[config.mk]
export PLATFORM = sky130hd
export DESIGN_NAME = intr_ctrl
export DESIGN_NICKNAME = d
export VERILOG_FILES = /design/src/rtl/intr_ctrl.sv
export SDC_FILE = /design/constraint.sdc
export NUM_CORES = 1
export LEC_CHECK = 0
export BUFFER_PORTS_ARGS = -buffer_cell sky130_fd_sc_hd__buf_2
export CAP_MARGIN = 15
export CORE_MARGIN = 4
export CORE_UTILIZATION = 43
export CTS_CLUSTER_DIAMETER = 80
export DETAILED_ROUTE_END_ITERATION = 7
export PLACE_DENSITY = 0.76
export SYNTH_ARGS = -nofsm -noshare
export SYNTH_HDL_FRONTEND = slang
export SYNTH_SLANG_ARGS = --single-unit
[constraint.sdc]
create_clock -name Clk -period 2.7 [get_ports Clk]
set_input_delay 0 -clock Clk [delete_from_list [all_inputs] [get_ports Clk]]
set_output_delay 0 -clock Clk [all_outputs]
set_load 0.005 [all_outputs]
[src/rtl/intr_ctrl.sv]
// intr_ctrl: N-channel priority interrupt controller (edge/level, mask, pending, in-service, vector, EOI).
// Define INTR_NEST_EN to let higher-priority requests preempt an interrupt already in service.
module intr_ctrl #(
  parameter int unsigned N_CH     = 8,
  parameter int unsigned VEC_W    = 8,
  parameter int unsigned VEC_BASE = 32
) (
  input  logic             Clk,
  input  logic             Clr,
  input  logic [N_CH-1:0]  Irq,
  input  logic [N_CH-1:0]  Edge_mode,
  input  logic             Mask_we,
  input  logic [N_CH-1:0]  Mask_wdata,
  output logic [N_CH-1:0]  Mask,
  output logic [N_CH-1:0]  Pending,
  output logic [N_CH-1:0]  In_service,
  output logic             Intr,
  input  logic             Inta,
  output logic [VEC_W-1:0] Vector,
  input  logic             Eoi
);
  localparam int unsigned IDX_W = (N_CH > 1) ? $clog2(N_CH) : 1;

  typedef enum logic [1:0] {IDLE, REQ, SERV} state_t;
  state_t state, state_next;

  logic [N_CH-1:0]  irq_prev;
  logic [N_CH-1:0]  rise;
  logic [N_CH-1:0]  is_lowest;
  logic [N_CH-1:0]  is_after_eoi;
  logic [N_CH-1:0]  prio_window;
  logic [N_CH-1:0]  eligible;
  logic [N_CH-1:0]  grant_onehot;
  logic [N_CH-1:0]  pending_next;
  logic [IDX_W-1:0] grant_idx;
  logic             any_eligible;
  logic             grant;
  logic             spurious;

  assign rise         = Irq & ~irq_prev;
  assign is_lowest    = In_service & (~In_service + N_CH'(1));
  assign is_after_eoi = Eoi ? (In_service & ~is_lowest) : In_service;

`ifdef INTR_NEST_EN
  // Only channels above the highest-priority in-service one may preempt (all when none in service).
  assign prio_window = is_lowest - N_CH'(1);
`else
  assign prio_window = (In_service == '0) ? '1 : '0;
`endif

  assign eligible     = Pending & ~Mask & ~In_service & prio_window;
  assign any_eligible = |eligible;

  // Lowest-index eligible channel wins.
  always_comb begin
    grant_idx = '0;
    for (int i = int'(N_CH) - 1; i >= 0; i--) begin
      if (eligible[i]) grant_idx = IDX_W'(i);
    end
  end

  assign grant_onehot = grant ? (N_CH'(1) << grant_idx) : '0;

  // Edge channels latch rises until acknowledged; level channels track the input.
  assign pending_next = (Edge_mode & ((Pending & ~grant_onehot) | rise)) | (~Edge_mode & Irq);

  always_comb begin
    state_next = state;
    grant      = 1'b0;
    spurious   = 1'b0;
    case (state)
      IDLE: begin
        if (any_eligible) state_next = REQ;
      end
      REQ: begin
        if (Inta && any_eligible) begin
          grant      = 1'b1;
          state_next = SERV;
        end else if (Inta || !any_eligible) begin
          spurious   = Inta;
          state_next = (is_after_eoi != '0) ? SERV : IDLE;
        end
      end
      SERV: begin
        if (is_after_eoi == '0) state_next = IDLE;
`ifdef INTR_NEST_EN
        else if (any_eligible) state_next = REQ;
`endif
      end
      default: state_next = IDLE;
    endcase
  end

  always_ff @(posedge Clk or posedge Clr) begin
    if (Clr) begin
      state      <= IDLE;
      irq_prev   <= '0;
      Mask       <= '1;
      Pending    <= '0;
      In_service <= '0;
      Intr       <= 1'b0;
      Vector     <= '0;
    end else begin
      state      <= state_next;
      irq_prev   <= Irq;
      Pending    <= pending_next;
      In_service <= is_after_eoi | grant_onehot;
      Intr       <= (state_next == REQ);
      if (Mask_we) Mask <= Mask_wdata;
      if (grant) Vector <= VEC_W'(VEC_BASE + 32'(grant_idx));
      else if (spurious) Vector <= '1;
    end
  end
endmodule

After elaboration in Yosys (flattened, before gate mapping)
Index checks and enable logic that the tools add are counted.
- bits in registers: 43
- output and inout port bits: 33
- add/sub/neg operators: 2
- equality and inequality tests: 3
- shifts and indexed selects: 1
- mux-type cells: 24
- bitwise gates (word level): 18
- reduce and logical (&&, ||, !) cells: 9
- operator list (cell ; count):
    $and A8 B8 Y8 ; 9
    $not A8 Y8 ; 6
    $mux W8 ; 5
    $mux W3 ; 8
    $or A8 B8 Y8 ; 3
    $logic_not A8 Y1 ; 2
    $mux W2 ; 5
    $add A8 B1 Y8 const B ; 1
    $reduce_bool A8 Y1 ; 1
    $reduce_or A8 Y1 ; 1
    $shl A1 B3 Y8 const A ; 1
    $add A6 B3 Y7 const A ; 1
    $pmux W2 S3 ; 1
    $mux W1 ; 5
    $eq A2 B1 Y1 const B ; 2
    $eq A2 B2 Y1 const B ; 1
    $logic_not A2 Y1 ; 1
    $reduce_bool A2 Y1 ; 1
    $logic_and A1 B1 Y1 ; 1
    $logic_not A1 Y1 ; 1
    $logic_or A1 B1 Y1 ; 1

Depth between registers and ports, before layout
Gate-level depths: netlist (run 1).
- word-level depth: 19
- mapped depth: 6
- depth with buffers taken out: 5

Least setup slack after synthesis (run 1)
Ideal clock, no wire load.
- path type: register to register
- from: reg In_service[6]
- to: reg Pending[7]
- data arrival time: 2.001 ns
- data required time: 2.578 ns
- setup slack: 0.578 ns
- stages on the path, launching flop included: 6
- buffers on the path: 0
- path through: dfrtp_1 > or3b_1 > a211o_1 > or4_1 > nand4bb_1 > a32o_1
- cells in the longest elaborated chain, start to end: 18
- ends and longest elaborated chain (item ; line ; source):
    start: declaration ; 16 ; output logic [N_CH-1:0] In_service,
    start signal: assignment ; 107 ; In_service <= is_after_eoi | grant_onehot;
    $logic_not A8 Y1 ; 48 ; assign prio_window = (In_service == '0) ? '1 : '0;
    $mux W8 ; 48 ;
    $and A8 B8 Y8 * ; 51 ; assign eligible = Pending & ~Mask & ~In_service & prio_window;
    $mux W3 (8 in series) ; 58 ; if (eligible[i]) grant_idx = IDX_W'(i);
    $shl A1 B3 Y8 ; 62 ; assign grant_onehot = grant ? (N_CH'(1) << grant_idx) : '0;
    $mux W8 * ; 62 ;
    $not A8 Y8 * ; 65 ; assign pending_next = (Edge_mode & ((Pending & ~grant_onehot) | rise)) | (~Edge_mode & Irq);
    $and A8 B8 Y8 * ; 65 ;
    $or A8 B8 Y8 * ; 65 ;
    $and A8 B8 Y8 * ; 65 ;
    $or A8 B8 Y8 * ; 65 ;
    named net pending_next[7] ; 34 ; logic [N_CH-1:0] pending_next;
    end signal: assignment ; 106 ; Pending <= pending_next;
    end: declaration ; 15 ; output logic [N_CH-1:0] Pending,
Mark *: on every way through the listed nets, which the timed path passes. The rest lies on a longest branch.
A chain may end at the register's enable or synchronous reset.

Worst setup path in the final report (run 1)
- from: reg state[1]
- to: reg Pending[7]
- cells in the longest elaborated chain, start to end: 8
- ends and longest elaborated chain (item ; line ; source):
    start: declaration ; 25 ; state_t state, state_next;
    start signal: assignment ; 104 ; state <= state_next;
    $eq A2 B1 Y1 ; 71 ; case (state)
    $mux W1 ; 71 ;
    $mux W8 ; 62 ;
    $not A8 Y8 ; 65 ;
    $and A8 B8 Y8 ; 65 ;
    $or A8 B8 Y8 ; 65 ;
    $and A8 B8 Y8 ; 65 ;
    $or A8 B8 Y8 ; 65 ;
    named net pending_next[7] ; 34 ;
The timed path passes the listed nets, and every way through them passes these cells.

==> flow_summary.toml, run 1 <==
[status]
run_status = "complete, no violations"

[clocking]
tritoncts = "yes"
clock_latency_ps = 300
max-clock-path-buffers = 2
cts_max_level = 2
clock_transition_at_path_regs_ps = 80
cts-buffers-inserted = 5
clockRootBuffer = "sky130_fd_sc_hd__clkbuf_8"
post_cts_buffers = 0
clkSinkCount = 40

[logic_synthesis]
ys_ff_latch = 40
mappedNetlistArea_mm2 = 0.00185
top_cell_type_by_total_area_after_synthesis = "sky130_fd_sc_hd__dfrtp_1"
number_of_synthesized_flops_with_an_enable_pin = 0
synth-seq-area-share_pct = 54.7
yosysTopAreaCellShare_pct = 43.4
yosys_most_used_dff = "sky130_fd_sc_hd__dfrtp_1"
netlist-cell-type-count = 45
syn_area_per_cell_um2 = 10.9
synthesized_netlist_net_count = 199
yosys_warnings = 0
synth_async_sr_flop_share_pct = 100
syn-instance-count = 170
ys_top_cells_by_area = "sky130_fd_sc_hd__dfrtp_1 43%, sky130_fd_sc_hd__dfstp_2 11%, sky130_fd_sc_hd__mux2_2 4.9%"

[sta]
clock-skew-final_ps = 8.35
finalCriticalPeriod_ps = 2330
hold_viol_final = 0
final_setup_violation_count = 0
layout_worst_path_cycle_share_pct = 86.4
rsz0062_at_grt = "false"
timing.slew.headroom_pct = 44.4
setup-tns-final_ps = 0
finalMaxSlewViolations = 0
highest_clock_rate_mhz = 428
tightestPinTransition_ps = 824

[drt]
final_antenna_net_count = 0
drt-wirelength-per-cell_um = 15.1
drt_pass1_iterations = 4
detail_route.vias_per_cell = 5.45
drt-total-wl_mm = 4.68
starting_drt_drc_count = 127
via_count_of_the_routed_design = 1689
drcViolationCount = 0

[grt]
wire_length_of_the_first_global_routing_pass_mm = 7.91
grt_start_max_net_pins = 41
grt_remaining_overflow = 0
grt_antenna_before_repair = 0
grt_pass1_vias = 1647
globalRouteTotalUtil_pct = 19.0

[floorplanning]
initial_core_util_pct = 45.2
die_outline_area_mm2 = 0.00541
pin_count = 62
row_count = 23
chipWidth_um = 73.5
dieHeight_um = 73.5
core-area_mm2 = 0.00409

[placement]
dpl-instance-area_mm2 = 0.00219
placed_cell_count = 276
io_buffers = 61
hpwlAfterDp_mm = 3.36
routabilityCongestion = 0.903

[setup_path]
cp-startpoint = "state[1]"
regToRegStartpoint = "state[1]"
critPathLaunchType = "register"
cell_by_cell_trace_of_the_critical_path = "and3b_1 > nand4_4 > or4_1 > nand4bb_1 > a32o_1"
worst_path_largest_cell_delay_ps = 580
path_max_fanout = 11
arrival_time_at_the_worst_endpoint_ps = 2530
cp_data_required_time_ps = 2890
critical_path_buf_inv_count = 0
critical_path.slowest_cell = "sky130_fd_sc_hd__or4_1"
critical_path_class = "register to register"
cp-end-kind = "register"
critPathTopFamily = "simple AND/OR/NAND/NOR gates"

[power]
vdd_ir_drop_max_uv = 406
finalPower_uw = 1960
static-leakage-power_uw = 0.00118
pwr_density_cell_mw_per_mm2 = 764

[run]
max_cap_viol_count = 0

[hold_path]
hold_path_class = "input port to register"
worstHoldStart = "Edge_mode[4]"

[cells_and_area]
post-route-cell-area_mm2 = 0.00256
layout-area-overhead-vs-synth_pct = 38.6
drive_above_1_share_pct = 35.0
final_cells = 310
finish.net_count = 288
final_util_pct = 62.6
n_antenna_cell = 0
layer usage:
| metal | vias up | global-route usage, % | wire length, um |
|---|---|---|---|
| met3 | 7 | 4.92 | 344 |
| li1 | 806 | - | - |
| met5 | - | 0 | 0 |
| met1 | 799 | 25.9 | 2010 |
| met4 | 0 | 7.44 | 65 |
| met2 | 77 | 29.0 | 2250 |
path summary, 6_finish.rpt:
check / endpoint / slack [ps] / cells past startpoint
worst min-delay path: Pending[4] / 10 / 3
max in group asynchronous: Mask[5] / 1970 / 4
worst min register to register: Vector[5] / 460 / 1
worst max register to register: Pending[7] / 370 / 5
min in group asynchronous: irq_prev[3] / 360 / 4
worst max-delay path: Pending[7] / 370 / 5
power breakdown:
part | switching [uW] | leakage (uW) | internal [uW]
Sequential | 92.8 | 0.000470 | 709
Combinational | 362 | 0.000658 | 302
Clock | 217 | 0.0000541 | 273
worst min-delay path, delay by kind of cell:
kind            cells  cell delay [ps]
compound gates      2              190
buf+inv             1               90
cell usage in the layout (no fill, tap or decap), drive strengths merged, types with 2 or more instances in the layout:
cell / count
inv: 3
nor2: 11
nand2b: 4
dfrtp: 32
dfstp: 8
a32o: 3
clkbuf: 5
or2: 2
a211oi: 4
nor2b: 5
buf: 62
nand2: 22
a31oi: 4
or3: 2
or3b: 3
nor4: 2
a21oi: 7
mux2: 8
nand4: 4
o22ai: 2
nor3b: 3
or4: 2
nor3: 3
dlygate4sd3: 26
o21ai: 13
cells in the mapped netlist (4+ instances only):
cell type,count
sky130_fd_sc_hd__nor2_1,11
sky130_fd_sc_hd__mux2_2,8
sky130_fd_sc_hd__nand2_1,22
sky130_fd_sc_hd__nor2b_1,5
sky130_fd_sc_hd__o21ai_1,5
sky130_fd_sc_hd__o21ai_0,8
sky130_fd_sc_hd__dfstp_2,8
sky130_fd_sc_hd__a211oi_1,4
sky130_fd_sc_hd__dfrtp_1,32
sky130_fd_sc_hd__a31oi_1,4
sky130_fd_sc_hd__nand2b_1,4
sky130_fd_sc_hd__a21oi_1,7
per-stage QoR:
| step | hold slack [ps] | worst slack [ps] |
|---|---|---|
| after floorplan | 31.4 | 578 |
| after global placement | 119 | 478 |
| after detailed placement | 124 | 402 |
| after CTS | 16.4 | 393 |
| after global routing | 35.8 | 212 |
| final | 15.0 | 366 |
cell type report:
cell class / count / area [um^2]
fill: 352 / 1530
clock inverter: 3 / 42.5
sequential: 40 / 1010
multi-input combinational: 121 / 791
clock buffer: 5 / 68.8
inverter: 3 / 11.3
timing repair buffer: 88 / 573
tap: 50 / 62.6
repair_timing:
action,4_1_cts,5_1_grt
hold buffers,26,0
endpoints found under the hold margin,58,0
gates resized for setup,0,0
state kept, by name, summed over array words and instances, names as in the netlist:
name / flops
In_service: 8
Pending: 8
state: 2
irq_prev: 8
Vector: 5
Mask: 8
Intr: 1
cells by family (layout without fill, tap and decap cells):
logic type	after synthesis	in the layout	synth area share (%)
simple gates	67	67	21.2
compound gates	46	46	16.7
flops	40	40	54.7
buf+inv	9	99	2.44
mux	8	8	4.88
Power figures use the tool's default switching activity.
==> run 2, diff against run 1 <==
--- a/config.mk
+++ b/config.mk
@@ -11,6 +11,7 @@
 export CORE_UTILIZATION = 43
 export CTS_CLUSTER_DIAMETER = 80
 export DETAILED_ROUTE_END_ITERATION = 7
+export MAX_ROUTING_LAYER = met4
 export PLACE_DENSITY = 0.76
 export SYNTH_ARGS = -nofsm -noshare
 export SYNTH_HDL_FRONTEND = slang
==> run 2 against run 1 <==
Net effect:
- total power down 5.3%
- register-to-register slack better by 20 ps
- design area fell by 1.2%
- global-route usage is essentially flat
- die area is the same
==> flow_summary.toml, run 2 (synthesis results as in run 1) <==
[drt]
via_count_of_the_routed_design = 1640
drcViolationCount = 0
drt-total-wl_mm = 4.62
drt-wirelength-per-cell_um = 15.0
detail_route.vias_per_cell = 5.31
drt_pass1_iterations = 4
final_antenna_net_count = 0
starting_drt_drc_count = 114

[cells_and_area]
drive_above_1_share_pct = 34.4
layout-area-overhead-vs-synth_pct = 36.9
commonest_cells_after_routing_fill_and_taps_aside = "61 x sky130_fd_sc_hd__buf_2, 32 x sky130_fd_sc_hd__dfrtp_1, 25 x sky130_fd_sc_hd__dlygate4sd3_1"
mostFrequentLayoutCell = "sky130_fd_sc_hd__buf_2"
finish.net_count = 287
n_antenna_cell = 0

[grt]
grt_start_max_net_pins = 41
grt_antenna_before_repair = 0
grt_pass1_vias = 1661
wire_length_of_the_first_global_routing_pass_mm = 7.84
grt_remaining_overflow = 0
globalRouteTotalUtil_pct = 19.1

[setup_path]
cp-end-kind = "register"
critical_path.slowest_cell = "sky130_fd_sc_hd__or4_1"
critical_path_class = "register to register"
path_max_fanout = 11
cell_by_cell_trace_of_the_critical_path = "and3b_1 > nand4_4 > or4_1 > nand4bb_1 > a32o_1"
critical_path_buf_inv_count = 0
critPathLaunchType = "register"
worst_path_largest_cell_delay_ps = 570
cp_data_required_time_ps = 2870
critPathTopFamily = "simple AND/OR/NAND/NOR gates"
arrival_time_at_the_worst_endpoint_ps = 2480

[sta]
finalCriticalPeriod_ps = 2310
final_setup_violation_count = 0
layout_worst_path_cycle_share_pct = 85.7
finalMaxSlewViolations = 0
highest_clock_rate_mhz = 432
setup-tns-final_ps = 0
rsz0062_at_grt = "false"
hold_viol_final = 0
tightestPinTransition_ps = 669
clock-skew-final_ps = 7.09
timing.slew.headroom_pct = 54.8
timing.hold.ws_ps = 6.08

[clocking]
cts-buffers-inserted = 5
postCtsHoldBufs = 25
cts_max_level = 2
cts_repair_resize_count = 0
clkSinkCount = 40
clock_transition_at_path_regs_ps = 70
clock_latency_ps = 280
tritoncts = "yes"
post_cts_buffers = 0
max-clock-path-buffers = 2
clockRootBuffer = "sky130_fd_sc_hd__clkbuf_8"

[floorplanning]
core-area_mm2 = 0.00409
dieHeight_um = 73.5
initial_core_util_pct = 45.2
row_count = 23
chipWidth_um = 73.5
die_outline_area_mm2 = 0.00541
pin_count = 62

[placement]
hpwlAfterDp_mm = 3.31
io_buffers = 61
routabilityCongestion = 0.904

[hold_path]
hold_path_class = "input port to register"

[power]
internal_power_uw = 1220
power.clock.fraction_pct = 21.9
sw_frac_of_total_pct = 34.2
net-switching-power_uw = 634
power_frac_seq_pct = 43.2
static-leakage-power_uw = 0.00117
combinationalPowerShare_pct = 35.0
vdd_ir_drop_max_uv = 370
pwr_density_cell_mw_per_mm2 = 732

[run]
max_cap_viol_count = 0

[status]
run_status = "complete, no violations"
run 2: changes by cell type in the layout (fill, tap and decap cells not counted):
cell,delta
sky130_fd_sc_hd__clkbuf_8,+1
sky130_fd_sc_hd__clkinvlp_4,-1
sky130_fd_sc_hd__clkinv_2,-1
sky130_fd_sc_hd__clkbuf_1,+2
sky130_fd_sc_hd__dlygate4sd3_1,-1
sky130_fd_sc_hd__bufinv_16,-1
run 2: power groups by stage:
| stage | logic, uW | clock network [uW] | registers [uW] |
|---|---|---|---|
| after floorplan | 431 | 0 | 808 |
| after global placement | 620 | 0 | 803 |
| after detailed placement | 622 | 0 | 811 |
| after CTS | 654 | 410 | 799 |
| after global routing | 732 | 449 | 816 |
| final | 648 | 405 | 799 |
run 2: area by class of cell:
class / count / area, um^2
fill: 360 / 1560
multi-input combinational: 121 / 791
sequential: 40 / 1010
clock buffer: 8 / 90.1
timing repair buffer: 87 / 563
inverter: 3 / 11.3
tap: 50 / 62.6
run 2: worst register-to-register path, delay by kind of cell, from the launching register on:
family / cells / cell delay [ps]
AND/OR/NAND/NOR: 4 / 1500
AO/OA/AOI/OAI: 1 / 290
flip-flops: 1 / 410
run 2: worst paths after layout:
kind	start	endpoint	slack, ps	depth (start not counted)
min in group asynchronous	Clr	Intr	370	4
max in group asynchronous	Clr	Mask[2]	1960	4
worst min-delay path	Edge_mode[5]	Pending[5]	6	3
worst max-delay path	state[1]	Pending[7]	390	5
worst max register to register	state[1]	Pending[7]	390	5
worst min register to register	Vector[5]	Vector[5]	460	1
run 2: metrics by stage:
stage	instances	total power (uW)	worst slack [ps]	util, %	area (um^2)
floorplan	170	1240	578	-	1850
global placement	276	1420	473	53.6	2190
detailed placement	276	1430	409	53.6	2190
CTS	309	1860	388	61.9	2530
global route	309	2000	220	61.9	2530
finish	309	1850	387	61.9	2530
run 2: routing by layer:
metal	share of wire (%)	GRT usage, %	wire, um	vias to the layer above
met1	43	24.9	1980	761
met3	6.5	4.10	300	10
li1	-	-	-	811
met2	49	29.7	2270	58
met5	0	-	0	-
met4	1.6	5.84	76	0
==> run 3, diff against run 2 <==
--- a/config.mk
+++ b/config.mk
@@ -5,6 +5,7 @@
 export SDC_FILE = /design/constraint.sdc
 export NUM_CORES = 1
 export LEC_CHECK = 0
+export ABC_AREA = 1
 export BUFFER_PORTS_ARGS = -buffer_cell sky130_fd_sc_hd__buf_2
 export CAP_MARGIN = 15
 export CORE_MARGIN = 4
==> constraint.sdc (replaced) <==
create_clock -name Clk -period 2.4 [get_ports Clk]
set_input_delay 0 -clock Clk [delete_from_list [all_inputs] [get_ports Clk]]
set_output_delay 0 -clock Clk [all_outputs]
set_load 0.005 [all_outputs]
==> run 3 against run 2 <==
Net effect:
- cell count is 16% higher
- register-to-register slack better by 310 ps
- clock-buffer cell count is 2 lower
- first-iteration DRC count is 11% lower
- design area is 2.2% higher
- clock power is 33% higher
- clock skew is 2.8 ps higher
- sequential power is 18% higher
- non-clock buffer count is 3 higher
- largest power group is now combinational cells
- highest routed layer unchanged
==> flow_summary.toml, run 3 <==
[status]
run_status = "complete, no violations"

[sta]
rsz0062_at_grt = "false"
finalCriticalPeriod_ps = 1700
highest_clock_rate_mhz = 587
hold_viol_final = 0
final_setup_violation_count = 0
clock-skew-final_ps = 9.84
setup-tns-final_ps = 0
timing.final.ws_setup_ps = 698
timing.slew.headroom_pct = 66.9
finalMaxSlewViolations = 0
layout_worst_path_cycle_share_pct = 70.9
tightestPinTransition_ps = 497

[run]
max_cap_viol_count = 0

[logic_synthesis]
synth_async_sr_flop_share_pct = 100
synth_fa_ha_area_share_pct = 0
yosys.cell_count.top_type = "sky130_fd_sc_hd__nand2_1"
synth_simple_gate_area_share_pct = 29.8
yosys_warnings = 0
yosysTopAreaCellShare_pct = 43.3
synthXorXnorAreaFrac_pct = 0
number_of_synthesized_flops_with_an_enable_pin = 0
top_cell_type_by_total_area_after_synthesis = "sky130_fd_sc_hd__dfrtp_1"
yosys_most_used_dff = "sky130_fd_sc_hd__dfrtp_1"
syn-instance-count = 213
ys_ff_latch = 40
syn_area_per_cell_um2 = 8.69
synthesized_netlist_net_count = 242
ys_top_cells_by_area = "sky130_fd_sc_hd__dfrtp_1 43%, sky130_fd_sc_hd__nand2_1 14%, sky130_fd_sc_hd__dfstp_2 11%"
synth_top_cells_by_count = "70 x sky130_fd_sc_hd__nand2_1, 32 x sky130_fd_sc_hd__dfrtp_1, 24 x sky130_fd_sc_hd__nor2_1, 21 x sky130_fd_sc_hd__inv_1"
post_synthesis_compound_gate_area_fraction_pct = 6.36
combinational_family_with_the_most_area_after_synthesis = "simple AND/OR/NAND/NOR gates"
mappedNetlistArea_mm2 = 0.00185
post_synth_mux_area_share_pct = 3.04
synth-seq-area-share_pct = 54.6
netlist-cell-type-count = 26

[placement]
hpwlAfterDp_mm = 3.25
routabilityCongestion = 0.896
placement.setup.worst_slack_ps = 733
dpl-instance-area_mm2 = 0.00221
io_buffers = 61

[drt]
drt-total-wl_mm = 4.34
drt_pass1_iterations = 4
starting_drt_drc_count = 102
drcViolationCount = 0
final_antenna_net_count = 0
detail_route.vias_per_cell = 4.60
drt-wirelength-per-cell_um = 12.2
via_count_of_the_routed_design = 1643

[setup_path]
cp_data_required_time_ps = 2590
arrival_time_at_the_worst_endpoint_ps = 1890
critPathLaunchType = "register"
path_max_fanout = 9
critical_path_class = "register to register"
cp-end-kind = "register"
critical_path.slowest_cell = "sky130_fd_sc_hd__dfrtp_1"
cpMostUsedCell = "sky130_fd_sc_hd__nand2_2"
cell_by_cell_trace_of_the_critical_path = "nor2_2 > nand2_2 > nor2_8 > o21ai_2 > nand2_2 > nand2_2 > clkinv_2 > nand4_1 > nand2_1 > nand2_1"
critical_path_buf_inv_count = 1
worst_path_largest_cell_delay_ps = 450
critPathTopFamily = "simple AND/OR/NAND/NOR gates"

[floorplanning]
initial_core_util_pct = 45.3
core-area_mm2 = 0.00409
chipWidth_um = 73.6
die_outline_area_mm2 = 0.00542
dieHeight_um = 73.6
row_count = 23
pin_count = 62

[clocking]
postCtsHoldBufs = 27
clockRootBuffer = "sky130_fd_sc_hd__clkbuf_8"
clkSinkCount = 40
post_cts_buffers = 0
clock_latency_ps = 290
clock_transition_at_path_regs_ps = 70
cts-buffers-inserted = 5
cts_repair_resize_count = 0
max-clock-path-buffers = 2
cts_max_level = 2
tritoncts = "yes"

[power]
static-leakage-power_uw = 0.00139
power.clock.fraction_pct = 18.9
vdd_ir_drop_max_uv = 496
power_frac_seq_pct = 33.2
net-switching-power_uw = 1200
sw_frac_of_total_pct = 42.2
combinationalPowerShare_pct = 47.8
finalPower_uw = 2840
pwr_density_cell_mw_per_mm2 = 1100
internal_power_uw = 1640

[grt]
grt_antenna_before_repair = 0
wire_length_of_the_first_global_routing_pass_mm = 7.34
grt_remaining_overflow = 0
grt_pass1_vias = 1632
globalRouteTotalUtil_pct = 18.6
grt_start_max_net_pins = 41

[cells_and_area]
commonest_cells_after_routing_fill_and_taps_aside = "70 x sky130_fd_sc_hd__nand2_1, 61 x sky130_fd_sc_hd__buf_2, 32 x sky130_fd_sc_hd__dfrtp_1"
finish.net_count = 335
drive_above_1_share_pct = 34.5
mostFrequentLayoutCell = "sky130_fd_sc_hd__nand2_1"
n_antenna_cell = 0
post-route-cell-area_mm2 = 0.00258
layout-area-overhead-vs-synth_pct = 39.7

[hold_path]
hold_path_class = "input port to register"
run 3: cell types whose count changed after synthesis, sizes merged, moves of 5 or more:
cell / previous run / this run
inv: 3 / 22
nand2: 22 / 80
nor2b: 5 / 0
nand3: 0 / 8
nor2: 11 / 30
run 3: final cells by class:
class                      count  area (um^2)
clock buffer                   6         72.6
clock inverter                 2         35.0
fill                         344         1500
inverter                      23         87.6
multi-input combinational    146          726
sequential                    40         1010
tap                           50         62.6
timing repair buffer          90          591
run 3: cells by family after synthesis:
family	Yosys count
AND/OR/NAND/NOR	122
flip-flops	40
buffers and inverters	27
AO/OA/AOI/OAI	19
multiplexers	5
run 3: tightest hold or removal path: stages:
cell and delay, ps:
sky130_fd_sc_hd__buf_2 180, sky130_fd_sc_hd__nand2_1 80, sky130_fd_sc_hd__o21ai_0 70
run 3: through the flow:
| stage | hold WS, ps | cells | utilization [%] |
|---|---|---|---|
| after detailed placement | 124 | 322 | 54.0 |
| after global placement | 123 | 322 | 54.0 |
| after global routing | 39.7 | 357 | 63.3 |
| after floorplan | 31.4 | 213 | - |
| after CTS | 33.9 | 357 | 63.3 |
| final | 47.5 | 357 | 63.3 |
run 3: metal layers:
metal / up-vias / track usage, % / routed length (um)
met1: 755 / 23.0 / 1910
met3: 5 / 4.24 / 243
li1: 843 / - / -
met5: - / - / 0
met2: 40 / 28.4 / 2120
met4: 0 / 9.05 / 66
run 3: power by group through the flow:
| stage | Sequential (uW) | Combinational, uW | Clock, uW |
|---|---|---|---|
| after detailed placement | 956 | 1330 | 0 |
| after global placement | 949 | 1300 | 0 |
| after CTS | 944 | 1370 | 556 |
| after global routing | 964 | 1530 | 588 |
| final | 944 | 1360 | 538 |
| after floorplan | 948 | 1000 | 0 |
run 3: worst paths after layout:
path | slack [ps] | cells past startpoint | start | to
worst max-delay path | 700 | 10 | In_service[3] | Pending[1]
worst min-delay path | 50 | 3 | Mask_we | Mask[3]
worst max register to register | 700 | 10 | In_service[3] | Pending[1]
worst min register to register | 470 | 1 | Vector[5] | Vector[5]
max in group asynchronous | 1670 | 4 | Clr | Mask[2]
min in group asynchronous | 360 | 4 | Clr | irq_prev[1]
